**src/rtl/sc_pkg.sv**
```systemverilog
// Shared types and helpers for the sequential stochastic-computing multiplier.
package sc_pkg;

  typedef enum logic [1:0] {
    IDLE = 2'd0,
    RUN  = 2'd1,
    DONE = 2'd2
  } state_e;

  typedef enum logic {
    UNIPOLAR = 1'b0,
    BIPOLAR  = 1'b1
  } mode_e;

  // Reverses the low w bits of v (1 <= w <= 64); bits above w come back as zero.
  function automatic logic [63:0] bitrev(input logic [63:0] v, input int unsigned w);
    logic [63:0] r;
    r = {<<{v}};
    return r >> (64 - w);
  endfunction

  // Scales an l-bit-stream ones count up to Q0.n; a full stream saturates to all ones.
  function automatic logic [63:0] sat_rescale(input logic [63:0] ones,
                                               input int unsigned n,
                                               input int unsigned l);
    if (ones == (64'd1 << l)) return (64'd1 << n) - 64'd1;
    return ones << (n - l);
  endfunction

endpackage

```
**src/rtl/sc_sng.sv**
```systemverilog
// Stochastic number generator: compares a (optionally bit-reversed) counter against a level.
module sc_sng
  import sc_pkg::*;
#(
  parameter int L = 8
) (
  input  logic [L-1:0] k,
  input  logic [L-1:0] q,
  input  logic         rev,
  output logic         s_bit
);

  logic [L-1:0] idx;

  assign idx   = rev ? L'(bitrev(64'(k), L)) : k;
  assign s_bit = (idx < q);

endmodule

```
**src/rtl/sc_mul_seq.sv**
```systemverilog
// Sequential stochastic-computing multiplier: 2^L-cycle streams, AND/XNOR combine, count, rescale.
module sc_mul_seq
  import sc_pkg::*;
#(
  parameter int N = 16,
  parameter int L = 8
) (
  input  logic         clk,
  input  logic         rst_n,
  input  logic         in_valid,
  output logic         in_ready,
  input  logic [N-1:0] a,
  input  logic [N-1:0] b,
  input  logic         bipolar,
  input  logic         clear,
  output logic         out_valid,
  input  logic         out_ready,
  output logic [N-1:0] p,
  output logic         sc_bit
);

  localparam logic [L-1:0] K_LAST = '1;

  state_e       state, state_next;
  mode_e        mode;
  logic [L-1:0] k, qa, qb;
  logic [L-1:0] qa_in, qb_in;
  logic [L:0]   ones, ones_next;
  logic         sa, sb, s;
  logic         accept;

  sc_sng #(.L(L)) u_sng_a (.k(k), .q(qa), .rev(1'b0), .s_bit(sa));
  sc_sng #(.L(L)) u_sng_b (.k(k), .q(qb), .rev(1'b1), .s_bit(sb));

  // Truncate to the top L bits of each operand; no rounding.
  assign qa_in = L'(a >> (N - L));
  assign qb_in = L'(b >> (N - L));

  assign in_ready  = (state == IDLE);
  assign out_valid = (state == DONE);
  assign accept    = in_valid && in_ready && !clear;

  assign s         = (mode == BIPOLAR) ? ~(sa ^ sb) : (sa & sb);
  assign ones_next = ones + (L+1)'(s);

  // NOTE: every variable assigned here gets a default first so no latch is inferred.
  always_comb begin
    state_next = state;
    if (clear) begin
      state_next = IDLE;
    end else begin
      unique case (state)
        IDLE:    if (in_valid) state_next = RUN;
        RUN:     if (k == K_LAST) state_next = DONE;
        DONE:    if (out_ready) state_next = IDLE;
        default: state_next = IDLE;
      endcase
    end
  end

  // NOTE: state updates use non-blocking assignments so every register samples pre-edge values.
  always_ff @(posedge clk) begin
    if (!rst_n) begin
      state <= IDLE;
    end else begin
      state <= state_next;
    end
  end

  always_ff @(posedge clk) begin
    if (!rst_n) begin
      k      <= '0;
      ones   <= '0;
      qa     <= '0;
      qb     <= '0;
      mode   <= UNIPOLAR;
      p      <= '0;
      sc_bit <= 1'b0;
    end else if (clear) begin
      // Abort keeps the last published product.
      k    <= '0;
      ones <= '0;
    end else begin
      unique case (state)
        IDLE: begin
          if (accept) begin
            qa   <= qa_in;
            qb   <= qb_in;
            mode <= mode_e'(bipolar);
            k    <= '0;
            ones <= '0;
          end
        end
        RUN: begin
          ones   <= ones_next;
          sc_bit <= s;
          k      <= k + 1'b1;
          if (k == K_LAST) p <= N'(sat_rescale(64'(ones_next), N, L));
        end
        default: ;
      endcase
    end
  end

endmodule

```
**config.mk**
```make
export PLATFORM = sky130hd
export DESIGN_NAME = sc_mul_seq
export DESIGN_NICKNAME = d
export VERILOG_FILES = /design/src/rtl/sc_pkg.sv /design/src/rtl/sc_sng.sv /design/src/rtl/sc_mul_seq.sv
export SDC_FILE = /design/constraint.sdc
export NUM_CORES = 1
export LEC_CHECK = 0
export BUFFER_PORTS_ARGS = -buffer_cell sky130_fd_sc_hd__buf_2
export CAP_MARGIN = 0
export CORE_ASPECT_RATIO = 1.1
export CORE_MARGIN = 2
export CORE_UTILIZATION = 45
export CTS_BUF_LIST = sky130_fd_sc_hd__clkbuf_2 sky130_fd_sc_hd__clkbuf_4 sky130_fd_sc_hd__clkbuf_8
export DETAILED_ROUTE_END_ITERATION = 7
export PLACE_DENSITY = 0.77
export SYNTH_ARGS = -nofsm -noshare
export SYNTH_HDL_FRONTEND = slang
export SYNTH_SLANG_ARGS = --single-unit
```
**constraint.sdc**
```tcl
create_clock -name clk -period 3.5 [get_ports clk]
set_input_delay 0.175 -clock clk [delete_from_list [all_inputs] [get_ports clk]]
set_output_delay 0.175 -clock clk [all_outputs]
set_load 0.005 [all_outputs]
```
==> flow_metrics.tcl <==
set metrics [dict create \
    path_cells "inv_1 -> ha_1 -> a21o_1 -> a21oi_1 -> o31ai_1 -> a31oi_1 -> ha_1 -> a21oi_2 -> ha_2 -> ha_1 -> buf_4 -> nand2_1 -> xnor2_1 -> a31oi_2 -> o32ai_1" \
    tightest_slew_ns 0.844 \
    worstSetupStartpoint "qa[4]" \
    layout-drive-gt1-share_pct 20.4 \
    seqPwrFrac_pct 57.6 \
    cts.clk_slew.worst_paths_ns 0.08 \
    switching_share_pct 24.7 \
    ys_ff_latch 46 \
    switchingPower_mw 0.231 \
    place_area_um2 2840 \
    vias 2345 \
    worstPathRequired_ns 3.64 \
    crit_top_cell "ha_1" \
    wire_per_inst_um 12.5 \
    cts_inserted_buffers 5 \
    syn_inst 325 \
    dp_hpwl_um 3930 \
    cts_setup_buffers 0 \
    r2r-end "p[10]" \
    grt_overflow 0 \
    r2r-start "qa[4]" \
    start_kind "flop" \
    path_buf_inv 2 \
    hold_violations 0 \
    setup_viol 0 \
    drc 0 \
    fp.dieArea_um2 6360 \
    htreeDepth 2 \
    r2r_slack_ns 0.26 \
    rows 28 \
    hold_buffers 0 \
    io_pins 57 \
    cp_max_fo 9 \
    mostFrequentLayoutCells "nand2_1, dfxtp_1, a21oi_1, buf_2, inv_1" \
    cts_tree "done" \
    critPathKind "reg2reg" \
    drtAntennaViolNets 0 \
    final_area_um2 2930 \
    syn_avg_cell_area_um2 7.94 \
    crit_slowest_cell "a31oi_2" \
    slew_headroom_pct 43.7 \
    dieWidth_um 76.2 \
    rsz0062_at_grt "false" \
    synth-edff-count 0 \
    p_comb_share_pct 10.2 \
    dieHeight_um 83.4 \
    fin_skew_ns 0.00587 \
    drt-pass1-iter-count 4 \
    layout_commonest_cell "nand2_1" \
    synth-main-ff-cell "dfxtp_1" \
    utilization_pct 53.7 \
    synth_area_um2 2580 \
    gp_congestion 0.872 \
    syn_to_final_growth_pct 13.6 \
    cts.sinks 46 \
    antenna_cells 0 \
    powerDensity_nw_per_um2 319 \
    holdWs_ns 0.111 \
    grt_pass1_vias 2103 \
    antenna_found_initial 0 \
    drv_cap 0 \
    cellLeakagePower_nw 1.20 \
    ir_drop_v 0.000251 \
    clockBufferDepth 2 \
    crit_cells 15 \
    insertion_delay_ns 0.29 \
    drtIter0Drc 125 \
    grt_max_degree 26 \
    intPower_mw 0.705 \
    ys_types 47 \
    hp-class "in2reg" \
    slowest_delay_ns 0.45 \
    totalWireLength_um 5380 \
    viasPerCell 5.43 \
    crit_path_end_kind "flop" \
    crit_end "p[10]" \
    slew_violations 0 \
    grt_pass1_wl_um 9320 \
    clk_root_buffer_cell "clkbuf_8" \
    synth-seq-area-share_pct 35.7 \
    fin_crit_ns 3.24 \
    synthArstFlopShare_pct 0 \
    nets 413 \
    syn_nets 381 \
    status "complete, no violations" \
    track_usage_pct 17.5 \
    io_buffers 40 \
    arrival_ns 3.38 \
    core_area_um2 5470 \
    finalCritPeriodShare_pct 92.5 \
    worst-r2r-cell-count 15 \
    max_freq_mhz 309 \
    critPathTopFamily "compound AO/OA/AOI/OAI gates" \
    initial_core_util_pct 47.2 \
    yosysWarnings 0 \
    clock_power_share_pct 32.2 \
]
worst register-to-register path: cells and delay by family, from the launching register on:
kind            cells  cell delay [ns]
compound gates      7             1.40
xor+xnor            1             0.15
fa+ha+maj           4             0.93
buf+inv             2             0.20
flops               1             0.34
simple gates        1             0.07
sequential cells by signal, indices dropped and copies added (netlist names):
name and cells:
qa 8, sc_bit 1, mode 1, k 8, p 9, state 2, qb 8, ones 9
area by class of cell:
cell class                 instances  area, µm²
clock inverter                     2       10.0
multi-input combinational        229       1450
inverter                          21       78.8
timing repair buffer              54        305
tap                               75       93.8
fill                             538       2530
sequential                        46        922
clock buffer                       5       68.8
how the worst min path moves through the flow:
stage               start    end  slack, ns  depth (start not counted)
finish              b[13]  qb[5]       0.11                          3
global route         a[8]  qa[0]       0.11                          3
global placement    b[10]  qb[2]       0.41                          3
CTS                 b[13]  qb[5]       0.10                          3
floorplan            a[8]  qa[0]       0.31                          2
detailed placement  b[13]  qb[5]       0.42                          3
through the flow:
| step | total power [mW] | worst slack, ns | instances | TNS, ns |
|---|---|---|---|---|
| final | 0.937 | 0.264 | 432 | 0 |
| after detailed placement | 0.645 | -0.0464 | 425 | -0.139 |
| after floorplan | 0.613 | 0.323 | 325 | 0 |
| after global routing | 0.984 | 0.0102 | 432 | 0 |
| after global placement | 0.643 | 0.0581 | 425 | 0 |
| after CTS | 0.947 | 0.126 | 432 | 0 |
cell families after synthesis:
logic type | after synthesis | synth area share, %
and+or+nand+nor | 115 | 21.7
DFF | 46 | 35.7
adders and majority gates | 18 | 8.73
AOI/OAI and AO/OA | 85 | 20.9
xor gates and xnor gates | 5 | 1.70
buffers and inverters | 50 | 8.68
muxes | 6 | 2.57
power groups by stage:
stage               sequential, mW  combinational, mW  clock [mW]
floorplan                    0.550             0.0627           0
global placement             0.551             0.0915           0
detailed placement           0.552             0.0932           0
CTS                          0.539             0.0940       0.314
global route                 0.541              0.110       0.333
finish                       0.539             0.0954       0.302
cell usage after synthesis, types with 3 or more instances:
master | count | area (µm²)
nor3_1 | 4 | 20.0
nor2_1 | 20 | 75.1
xnor2_1 | 3 | 26.3
nand2_1 | 50 | 188
a211oi_1 | 3 | 22.5
nor4_1 | 3 | 18.8
buf_4 | 7 | 52.6
ha_1 | 18 | 225
a31oi_1 | 3 | 18.8
a21oi_1 | 41 | 205
o32ai_1 | 4 | 35.0
or4_1 | 4 | 30.0
inv_1 | 21 | 78.8
o41ai_1 | 3 | 26.3
nand2b_1 | 6 | 37.5
o21ai_0 | 8 | 40.0
mux2i_1 | 4 | 40.0
o311ai_1 | 3 | 26.3
a21o_1 | 4 | 30.0
dfxtp_1 | 46 | 921
o31ai_1 | 6 | 45.0
nand3_1 | 10 | 50.1
nand4_1 | 4 | 25.0
clkbuf_1 | 17 | 63.8
layer usage:
layer | part of all wire [%] | routed length, µm | global-route usage (%)
met2 | 47 | 2550 | 29.6
met5 | 0 | 0 | 0
met1 | 47 | 2520 | 22.4
met4 | 0.84 | 45 | 4.63
met3 | 4.9 | 265 | 4.02
timing repair:
item / CTS / global route
endpoints found under the setup margin: 6 / 10
pin swaps: 0 / 1
gates resized for setup: 1 / 5
Note: power is estimated with default switching activity, not from simulation.
